===== config.mk =====
export PLATFORM = sky130hd
export DESIGN_NAME = operand_forward_ctrl_flat
export DESIGN_NICKNAME = d
export VERILOG_FILES = /design/src/rtl/operand_forward_ctrl_pkg.sv /design/src/rtl/operand_forward_ctrl_if.sv /design/src/rtl/operand_forward_ctrl_fwd_match.sv /design/src/rtl/operand_forward_ctrl.sv /design/src/flat_wrapper.sv
export SDC_FILE = /design/constraint.sdc
export NUM_CORES = 1
export LEC_CHECK = 0
export BUFFER_PORTS_ARGS = -buffer_cell sky130_fd_sc_hd__buf_4
export CAP_MARGIN = 15
export CORE_MARGIN = 3
export CORE_UTILIZATION = 50
export CTS_CLUSTER_DIAMETER = 100
export DETAILED_ROUTE_END_ITERATION = 10
export PLACE_DENSITY = 0.82
export SLEW_MARGIN = 10
export SYNTH_ARGS = -nofsm -noshare
export SYNTH_HDL_FRONTEND = slang
export SYNTH_SLANG_ARGS = --single-unit

===== constraint.sdc =====
create_clock -name clk_in -period 2.3 [get_ports clk_in]
set_clock_uncertainty 0.05 [all_clocks]
set_input_delay 0.115 -clock clk_in [delete_from_list [all_inputs] [get_ports clk_in]]
set_output_delay 0.115 -clock clk_in [all_outputs]
set_load 0.01 [all_outputs]

===== src/rtl/operand_forward_ctrl_pkg.sv =====
// Shared select codes, ALU source codes and the pipeline slot record for the operand-forwarding sequencer.
// Slot index fields use REG_AW_DEF bits, so instances must keep REG_AW equal to it.
package operand_forward_ctrl_pkg;

  localparam int REG_AW_DEF = 5;
  localparam int CNT_W_DEF  = 32;

  typedef enum logic [1:0] {
    SEL_REG   = 2'b00,
    SEL_EXMEM = 2'b01,
    SEL_MEMWB = 2'b10
  } fwd_sel_e;

  typedef enum logic [1:0] {
    ALU_SRC_R1_R2  = 2'b00,
    ALU_SRC_R1_IMM = 2'b01,
    ALU_SRC_PC_IMM = 2'b10
  } alu_src_e;

  typedef logic [REG_AW_DEF-1:0] reg_idx_t;

  typedef struct packed {
    logic     vld;
    reg_idx_t rd;
    logic     reg_write;
    logic     mem_read;
    logic     use_rs1;
    logic     use_rs2;
    reg_idx_t rs1;
    reg_idx_t rs2;
  } slot_t;

  localparam slot_t SLOT_BUBBLE = '0;

  // x0 is hard-wired zero, so it can never be the source of a hazard.
  function automatic logic produces(slot_t prod, reg_idx_t src);
    return prod.vld && prod.reg_write && (prod.rd != '0) && (prod.rd == src);
  endfunction

  function automatic logic id_hits(slot_t prod, slot_t cons);
    return (cons.use_rs1 && produces(prod, cons.rs1)) ||
           (cons.use_rs2 && produces(prod, cons.rs2));
  endfunction

endpackage


===== src/rtl/operand_forward_ctrl_if.sv =====
// ID-stage instruction fields, pipeline controls and operand-select results exchanged with the sequencer.
// master = decode/datapath side, slave = operand_forward_ctrl.
interface operand_forward_ctrl_if #(
  parameter int REG_AW = operand_forward_ctrl_pkg::REG_AW_DEF,
  parameter int CNT_W  = operand_forward_ctrl_pkg::CNT_W_DEF
);
  logic              id_valid_in;
  logic [REG_AW-1:0] id_rs1_in;
  logic [REG_AW-1:0] id_rs2_in;
  logic              id_use_rs1_in;
  logic              id_use_rs2_in;
  logic [REG_AW-1:0] id_rd_in;
  logic              id_reg_write_in;
  logic              id_mem_read_in;
  logic              stall_in;
  logic              flush_in;
  logic [1:0]        alu_mux1_src_out;
  logic [1:0]        alu_mux2_src_out;
  logic              stall_out;
  logic [CNT_W-1:0]  stall_cnt_out;

  modport master (
    output id_valid_in, id_rs1_in, id_rs2_in, id_use_rs1_in, id_use_rs2_in,
           id_rd_in, id_reg_write_in, id_mem_read_in, stall_in, flush_in,
    input  alu_mux1_src_out, alu_mux2_src_out, stall_out, stall_cnt_out
  );

  modport slave (
    input  id_valid_in, id_rs1_in, id_rs2_in, id_use_rs1_in, id_use_rs2_in,
           id_rd_in, id_reg_write_in, id_mem_read_in, stall_in, flush_in,
    output alu_mux1_src_out, alu_mux2_src_out, stall_out, stall_cnt_out
  );
endinterface


===== src/rtl/operand_forward_ctrl_fwd_match.sv =====
// Per-operand forwarding comparator: picks the youngest in-flight producer of the EX source.
// Purely combinational, no backpressure.
module fwd_match
  import operand_forward_ctrl_pkg::*;
(
  input  logic     i_ex_vld,
  input  logic     i_use,
  input  reg_idx_t i_src,
  input  slot_t    i_mem,
  input  slot_t    i_wb,
  output fwd_sel_e o_sel
);

  // MEM is checked first: it holds the most recent write of the register.
  always_comb begin
    o_sel = SEL_REG;
    if (i_ex_vld && i_use) begin
      if (produces(i_mem, i_src)) begin
        o_sel = SEL_EXMEM;
      end else if (produces(i_wb, i_src)) begin
        o_sel = SEL_MEMWB;
      end
    end
  end

endmodule


===== src/rtl/operand_forward_ctrl.sv =====
// EX operand-mux sequencer: tracks EX/MEM/WB destinations, forwards results, stalls ID on RAW hazards.
// Selects come from registered slots; stall_out is same-cycle on ID inputs; stall_in freezes all state.
module operand_forward_ctrl
  import operand_forward_ctrl_pkg::*;
#(
  parameter int REG_AW = REG_AW_DEF,
  parameter int FWD_EN = 1,
  parameter int CNT_W  = CNT_W_DEF
) (
  input  logic                  clk_in,
  input  logic                  rst_n_in,
  operand_forward_ctrl_if.slave bus
);

  slot_t            r_ex;
  slot_t            r_mem;
  slot_t            r_wb;
  logic [CNT_W-1:0] r_stall_cnt;

  slot_t    w_id;
  fwd_sel_e w_sel1;
  fwd_sel_e w_sel2;
  logic     w_hazard;
  logic     w_stall;

  always_comb begin
    w_id           = SLOT_BUBBLE;
    w_id.vld       = bus.id_valid_in;
    w_id.rd        = reg_idx_t'(bus.id_rd_in[REG_AW-1:0]);
    w_id.reg_write = bus.id_reg_write_in;
    w_id.mem_read  = bus.id_mem_read_in;
    w_id.use_rs1   = bus.id_use_rs1_in;
    w_id.use_rs2   = bus.id_use_rs2_in;
    w_id.rs1       = reg_idx_t'(bus.id_rs1_in[REG_AW-1:0]);
    w_id.rs2       = reg_idx_t'(bus.id_rs2_in[REG_AW-1:0]);
  end

  // Without forwarding, a consumer waits until its producer reaches WB (write-first regfile).
  if (FWD_EN != 0) begin : g_fwd
    assign w_hazard = r_ex.mem_read && id_hits(r_ex, w_id);
  end else begin : g_nofwd
    assign w_hazard = id_hits(r_ex, w_id) || id_hits(r_mem, w_id);
  end

  assign w_stall = bus.id_valid_in && !bus.flush_in && !bus.stall_in && w_hazard;

  fwd_match u_match_op1 (
    .i_ex_vld (r_ex.vld),
    .i_use    (r_ex.use_rs1),
    .i_src    (r_ex.rs1),
    .i_mem    (r_mem),
    .i_wb     (r_wb),
    .o_sel    (w_sel1)
  );

  fwd_match u_match_op2 (
    .i_ex_vld (r_ex.vld),
    .i_use    (r_ex.use_rs2),
    .i_src    (r_ex.rs2),
    .i_mem    (r_mem),
    .i_wb     (r_wb),
    .o_sel    (w_sel2)
  );

  always_ff @(posedge clk_in or negedge rst_n_in) begin
    if (!rst_n_in) begin
      r_ex        <= SLOT_BUBBLE;
      r_mem       <= SLOT_BUBBLE;
      r_wb        <= SLOT_BUBBLE;
      r_stall_cnt <= '0;
    end else if (!bus.stall_in) begin
      r_wb  <= r_mem;
      r_mem <= r_ex;
      r_ex  <= (bus.flush_in || w_stall) ? SLOT_BUBBLE : w_id;
      if (w_stall && (r_stall_cnt != {CNT_W{1'b1}})) begin
        r_stall_cnt <= r_stall_cnt + CNT_W'(1);
      end
    end
  end

  assign bus.alu_mux1_src_out = (FWD_EN != 0) ? w_sel1 : SEL_REG;
  assign bus.alu_mux2_src_out = (FWD_EN != 0) ? w_sel2 : SEL_REG;
  assign bus.stall_out        = w_stall;
  assign bus.stall_cnt_out    = r_stall_cnt;

endmodule

===== src/flat_wrapper.sv =====
// flat-port wrapper written by rule: the top's interface ports become plain ports
module operand_forward_ctrl_flat import operand_forward_ctrl_pkg::*;
#(
  parameter int REG_AW = REG_AW_DEF,
  parameter int FWD_EN = 1,
  parameter int CNT_W  = CNT_W_DEF
)
  (clk_in, rst_n_in, bus_id_valid_in, bus_id_rs1_in, bus_id_rs2_in, bus_id_use_rs1_in, bus_id_use_rs2_in, bus_id_rd_in, bus_id_reg_write_in, bus_id_mem_read_in, bus_stall_in, bus_flush_in, bus_alu_mux1_src_out, bus_alu_mux2_src_out, bus_stall_out, bus_stall_cnt_out);
  operand_forward_ctrl_if #(.REG_AW(REG_AW), .CNT_W(CNT_W)) bus_i ();
  input  logic clk_in;
  input  logic rst_n_in;
  input wire logic [$bits(bus_i.id_valid_in)-1:0] bus_id_valid_in;
  input wire logic [$bits(bus_i.id_rs1_in)-1:0] bus_id_rs1_in;
  input wire logic [$bits(bus_i.id_rs2_in)-1:0] bus_id_rs2_in;
  input wire logic [$bits(bus_i.id_use_rs1_in)-1:0] bus_id_use_rs1_in;
  input wire logic [$bits(bus_i.id_use_rs2_in)-1:0] bus_id_use_rs2_in;
  input wire logic [$bits(bus_i.id_rd_in)-1:0] bus_id_rd_in;
  input wire logic [$bits(bus_i.id_reg_write_in)-1:0] bus_id_reg_write_in;
  input wire logic [$bits(bus_i.id_mem_read_in)-1:0] bus_id_mem_read_in;
  input wire logic [$bits(bus_i.stall_in)-1:0] bus_stall_in;
  input wire logic [$bits(bus_i.flush_in)-1:0] bus_flush_in;
  output wire logic [$bits(bus_i.alu_mux1_src_out)-1:0] bus_alu_mux1_src_out;
  output wire logic [$bits(bus_i.alu_mux2_src_out)-1:0] bus_alu_mux2_src_out;
  output wire logic [$bits(bus_i.stall_out)-1:0] bus_stall_out;
  output wire logic [$bits(bus_i.stall_cnt_out)-1:0] bus_stall_cnt_out;
  assign bus_i.id_valid_in = bus_id_valid_in;
  assign bus_i.id_rs1_in = bus_id_rs1_in;
  assign bus_i.id_rs2_in = bus_id_rs2_in;
  assign bus_i.id_use_rs1_in = bus_id_use_rs1_in;
  assign bus_i.id_use_rs2_in = bus_id_use_rs2_in;
  assign bus_i.id_rd_in = bus_id_rd_in;
  assign bus_i.id_reg_write_in = bus_id_reg_write_in;
  assign bus_i.id_mem_read_in = bus_id_mem_read_in;
  assign bus_i.stall_in = bus_stall_in;
  assign bus_i.flush_in = bus_flush_in;
  assign bus_alu_mux1_src_out = bus_i.alu_mux1_src_out;
  assign bus_alu_mux2_src_out = bus_i.alu_mux2_src_out;
  assign bus_stall_out = bus_i.stall_out;
  assign bus_stall_cnt_out = bus_i.stall_cnt_out;
  operand_forward_ctrl #(.REG_AW(REG_AW), .FWD_EN(FWD_EN), .CNT_W(CNT_W)) u_core (.clk_in(clk_in), .rst_n_in(rst_n_in), .bus(bus_i));
endmodule

# Word-level counts from Yosys, hierarchy flattened

Index checks and enable logic that the tools add are counted.

Bits in registers: 66
Input port bits: 24
Output and inout bits: 37
Word-level logic and storage cells: 60

Add/sub/neg operators: 1
Equality and inequality tests: 7
Mux-type cells: 7
Bitwise logic cells: 1
Reduce and logical (&&, ||, !) cells: 29

Operators with widths:

| cell                  | number |
|---|---|
| $add 32x1->32 const B | 1 |
| $ne 32x32->1 const B  | 1 |
| $eq 5x5->1            | 6 |
| $logic_and 1x1->1     | 21 |
| $mux 20               | 1 |
| $reduce_bool 5->1     | 3 |
| $mux 2                | 6 |
| $logic_not 1->1       | 2 |
| $logic_or 1x1->1      | 2 |
| $reduce_and 2->1      | 1 |
| $not 1->1             | 1 |

# Logic depth before layout (Yosys ltp)

Depth after elaboration: 9
Mapped depth: 8
Gate-level depth less buffers: 7

# Hierarchy

Synthesis repeated with hierarchy kept, for this count alone.

Cell total of the unflattened synthesis: 352
Area total of the unflattened synthesis: 4384.2 um^2

Modules (own cells, without submodules):

| module               | instances | cells each | area each (um^2) | seq. area each (um^2) |
|---|---|---|---|---|
| operand_forward_ctrl | 1         | 304        | 4056.4           | 2302.2 |
| fwd_match            | 2         | 24         | 163.9            | 0.0 |

# Least setup slack after synthesis

No wires, ideal clock.

Path kind: flip-flop to flip-flop
From: reg u_core.r_stall_cnt[0] (netlist: u_core.bus.stall_cnt_out[0])
To: reg u_core.r_stall_cnt[7] (netlist: u_core.bus.stall_cnt_out[7])
Library setup time: 80 ps
Arrival: 1946 ps
Data required time: 2170 ps
Slack: 224 ps
Stages on the path, launching flop included: 9
Path buffers: 1
Clock period less this slack: 2076 ps
Cell sequence: dfrtp_1 > ha_1 > nand4_1 > nor4_1 > nand2_1 > and3b_1 > buf_2 > nand4_1 > xnor2_1

Word-level cells in the longest chain between the ends: 3
Elaborated cells between the ends (all ways): 4
Those cells by class: 1 x add/sub; 1 x eq/ne; 2 x reduce/logical

RTL lines:

| item                                                  | RTL line                   | source |
|---|---|---|
| start: declaration                                    | operand_forward_ctrl.sv:18 | `logic [CNT_W-1:0] r_stall_cnt;` |
| start signal: assignment                              | operand_forward_ctrl.sv:76 | `r_stall_cnt <= r_stall_cnt + CNT_W'(1);` |
| branches (longest 3 deep; another with $add 32x1->32) | --                         |  |

Several ways; the timed one is not identified.
A chain may end at the register's enable or synchronous reset.

# Final worst setup path

From: reg u_core.r_mem[16] (netlist bit)
To: out bus_alu_mux2_src_out[0]

Word-level cells in the longest chain between the ends: 5
Elaborated cells between the ends (all ways): 6
Those cells by class: 1 x eq/ne; 2 x mux; 3 x reduce/logical

RTL lines:

| item                     | RTL line                             | source |
|---|---|---|
| start: declaration       | operand_forward_ctrl.sv:16           | `slot_t r_mem;` |
| start signal: assignment | operand_forward_ctrl.sv:73           | `r_mem <= r_ex;` |
| $reduce_bool 5->1        | operand_forward_ctrl_pkg.sv:37       | `return prod.vld && prod.reg_write && (prod.rd != '0) && (prod.rd == src);` |
| $logic_and 1x1->1        | operand_forward_ctrl_pkg.sv:37       |  |
| $logic_and 1x1->1 (*)    | operand_forward_ctrl_pkg.sv:37       |  |
| $mux 2 (*)               | operand_forward_ctrl_fwd_match.sv:18 | `if (produces(i_mem, i_src)) begin` |
| $mux 2 (*)               | operand_forward_ctrl_fwd_match.sv:17 | `if (i_ex_vld && i_use) begin` |
| end: declaration         | flat_wrapper.sv:23                   | `output wire logic [$bits(bus_i.alu_mux2_src_out)-1:0] bus_alu_mux2_src_out;` |

Mark *: on every way between the ends. The rest lies on a longest branch, timed or not.

==> results.py <==
metrics = {
    "status": {
        "outcome": "finished clean",
    },
    "synth": {
        "synth_area_leaders": "dfrtp_1, xnor2_1, xor2_1, mux2_2, a22o_1",
        "syn_inst": 283,
        "synth_warnings": 0,
        "syn-cell-area_um2": 3216,
        "synth_area_leader_cell": "dfrtp_1",
        "synthDistinctLibCells": 34,
        "seq_area_frac_synth": 0.5136,
        "synth_top_area_frac": 0.5136,
        "synth_nets": 308,
        "synth_area_per_cell_um2": 11.36,
        "synth_seq_cells": 66,
    },
    "worst_setup_path": {
        "critPathRequiredTime_ns": 2.13,
        "path_class": "flop to primary output",
        "critPathArrivalTime_ns": 2.08,
        "endpoint_kind": "primary output",
        "worstPathMaxFanout": 5,
        "startpoint_type": "flop",
    },
    "placement": {
        "hpwl_um": 5103,
        "port-buffer-count": 60,
        "routabilityCongestion": 0.8898,
    },
    "grt": {
        "grt_max_degree": 67,
        "grt_usage": 0.2261,
        "first_global_vias": 2630,
        "grt_pass1_wl_um": 13190,
        "grt-ovfl-total": 0,
        "antenna_found_initial": 0,
    },
    "detailed_routing": {
        "wl_per_cell_um": 17.54,
        "drt_pre_antenna_iters": 4,
        "drt_wl_total_um": 7980,
        "drt_drc_violations_left": 0,
        "vias": 2588,
        "drt-initial-drc-count": 204,
        "ant_nets": 0,
        "via_per_inst": 5.688,
    },
    "sta": {
        "fin_crit_ns": 2.244,
        "layout_worst_path_cycle_share": 0.9759,
        "drv_slew": 0,
        "rsz0062_at_grt": "no",
        "fmax_ghz": 0.4455,
        "worst_pin_slew_ns": 0.8137,
        "tns_ns": 0,
        "finalSetupViolCount": 0,
        "finalHoldViolations": 0,
        "slew_headroom": 0.4575,
    },
    "clock_tree": {
        "cts_tree": "built",
        "cts_sinks": 66,
        "path_clk_slew_ns": 0.07,
        "htreeDepth": 3,
        "numCtsBuffers": 9,
        "clkLatencyLatePin_ns": 0.33,
        "clk_path_buf_depth": 2,
        "cts_root_buf": "clkbuf_8",
    },
    "cells_and_area": {
        "ff_latch_area_um2": 1655,
        "layout-drive-gt1-share": 0.3158,
        "fillers": 427,
        "n_antenna_cell": 0,
        "nNetsFinal": 401,
        "syn2layout_area_growth_pct": 31.36,
        "multi_input_comb_area_um2": 1526,
    },
    "die": {
        "core_um2": 6061,
        "initial_core_util": 0.5306,
        "io_pins": 61,
        "die_w_um": 86.20,
        "rows": 28,
        "die_height_um": 86.20,
        "dieArea_um2": 7430,
    },
    "worst_hold_path": {
        "min_path_type": "input port to flop",
    },
    "power_and_ir_drop": {
        "power_mw": 2.606,
        "p_leak_nw": 2.009,
        "ir_worst_vdd_uv": 407.5,
        "power.density_nw_per_um2": 617.0,
    },
    "run": {
        "maxCapViolations": 0,
    },
}
==> cell usage in the layout (no fill, tap or decap), types with 3 or more instances in the layout <==
master	count
a22o_1	19
and3_1	6
buf_4	70
clkbuf_8	12
dfrtp_1	63
dfrtp_2	3
dlygate4sd3_1	20
inv_1	5
mux2_2	15
nand2_1	16
nand3_1	16
nand4_1	14
nor2_1	16
nor2_2	6
nor3_1	5
nor4_1	5
nor4_2	4
xnor2_1	33
xor2_1	28
==> cell type report <==
cell class	instances	area share
Clock buffer	13	0.03999
Multi-Input combinational cell	204	0.3614
Tap cell	75	0.02222
Inverter	5	0.004443
Clock inverter	2	0.008294
Timing Repair Buffer	90	0.1718
Sequential cell	66	0.3919
==> timing repair <==
item	in CTS	in global routing
hold buffers	20	0
pin swaps	1	3
endpoints found under the setup margin	20	28
gates resized for setup	3	6
setup buffers	1	0
hold endpoints to repair	85	0
==> path summary, 6_finish.rpt <==
| check | from | cells after the start | end | slack [ns] |
|---|---|---|---|---|
| worst max-delay path | u_core.r_mem[16] | 5 | bus_alu_mux2_src_out[0] | 0.06 |
| worst min-delay path | bus_flush_in | 3 | u_core.r_ex[7] | 0.18 |
| worst max register to register | u_core.bus.stall_cnt_out[0] | 8 | u_core.bus.stall_cnt_out[27] | 0.16 |
| worst min register to register | u_core.bus.stall_cnt_out[21] | 1 | u_core.bus.stall_cnt_out[21] | 0.45 |
| max in group asynchronous | rst_n_in | 2 | u_core.r_mem[16] | 1.25 |
| min in group asynchronous | rst_n_in | 2 | u_core.bus.stall_cnt_out[25] | 0.36 |
==> cell usage after synthesis <==
master / n
nor4_2: 2
nand4_1: 14
xnor2_1: 33
or4_1: 2
xor2_1: 28
dfrtp_1: 66
mux2_2: 15
o211ai_1: 2
buf_6: 2
or3b_4: 1
clkbuf_1: 4
nand3_2: 1
nor4_1: 7
and3b_1: 1
nor2_2: 6
a21oi_1: 2
nor3_1: 5
a211o_1: 1
nand2_1: 17
o22ai_1: 1
a21o_1: 1
ha_1: 1
nand3_1: 16
a2111oi_2: 1
inv_1: 5
and2_1: 1
a22o_1: 19
or3_1: 1
buf_2: 2
nor3_2: 2
nor2b_1: 1
and3_1: 6
and4_1: 1
nor2_1: 16
==> metrics by stage <==
| step | util | hold slack, ns | cells | setup slack [ns] | instance area, µm² |
|---|---|---|---|---|---|
| detailed placement | 0.6237 | 0.2096 | 419 | -0.01298 | 3780 |
| floorplan | - | -0.2306 | 283 | 0.2236 | 3216 |
| global route | 0.6969 | 0.1788 | 455 | 0.001029 | 4224 |
| global placement | 0.6237 | 0.2063 | 419 | 0.06359 | 3780 |
| CTS | 0.6938 | 0.1625 | 455 | 0.004314 | 4205 |
| finish | 0.6969 | 0.1836 | 455 | 0.05554 | 4224 |
==> where the power goes <==
| group | internal (mW) | switching [mW] | total (mW) |
|---|---|---|---|
| clock | 0.583 | 0.423 | 1.01 |
| sequential | 1.22 | 0.0815 | 1.30 |
| combinational | 0.166 | 0.132 | 0.298 |
==> registers in the layout (all words and copies together) (netlist names) <==
register,cells
u_core.bus.stall_cnt_out,32
u_core.r_mem,7
u_core.r_wb,7
u_core.r_ex,20
==> metal layers <==
layer	up-vias	share of wire	global-route usage
li1	1192	-	-
met1	1256	0.41	0.3041
met2	110	0.49	0.3539
met3	30	0.068	0.03612
met4	0	0.037	0.1204
met5	-	0	0
==> kinds of logic after synthesis <==
group / Yosys count / synth area share
xor gates and xnor gates: 61 / 0.1662
muxes: 15 / 0.05253
AOI/OAI and AO/OA: 27 / 0.07121
and+or+nand+nor: 100 / 0.1720
adders and majority gates: 1 / 0.003890
buffers and inverters: 13 / 0.02062
DFF: 66 / 0.5136
==> worst max-delay path, stage by stage (launching register included) <==
cell and delay, ns:
dfrtp_2 0.44, or4_1 0.52, o211ai_1 0.32, nor4_1 0.13, and3_1 0.20, buf_4 0.14
(Power assumes the default switching activity.)
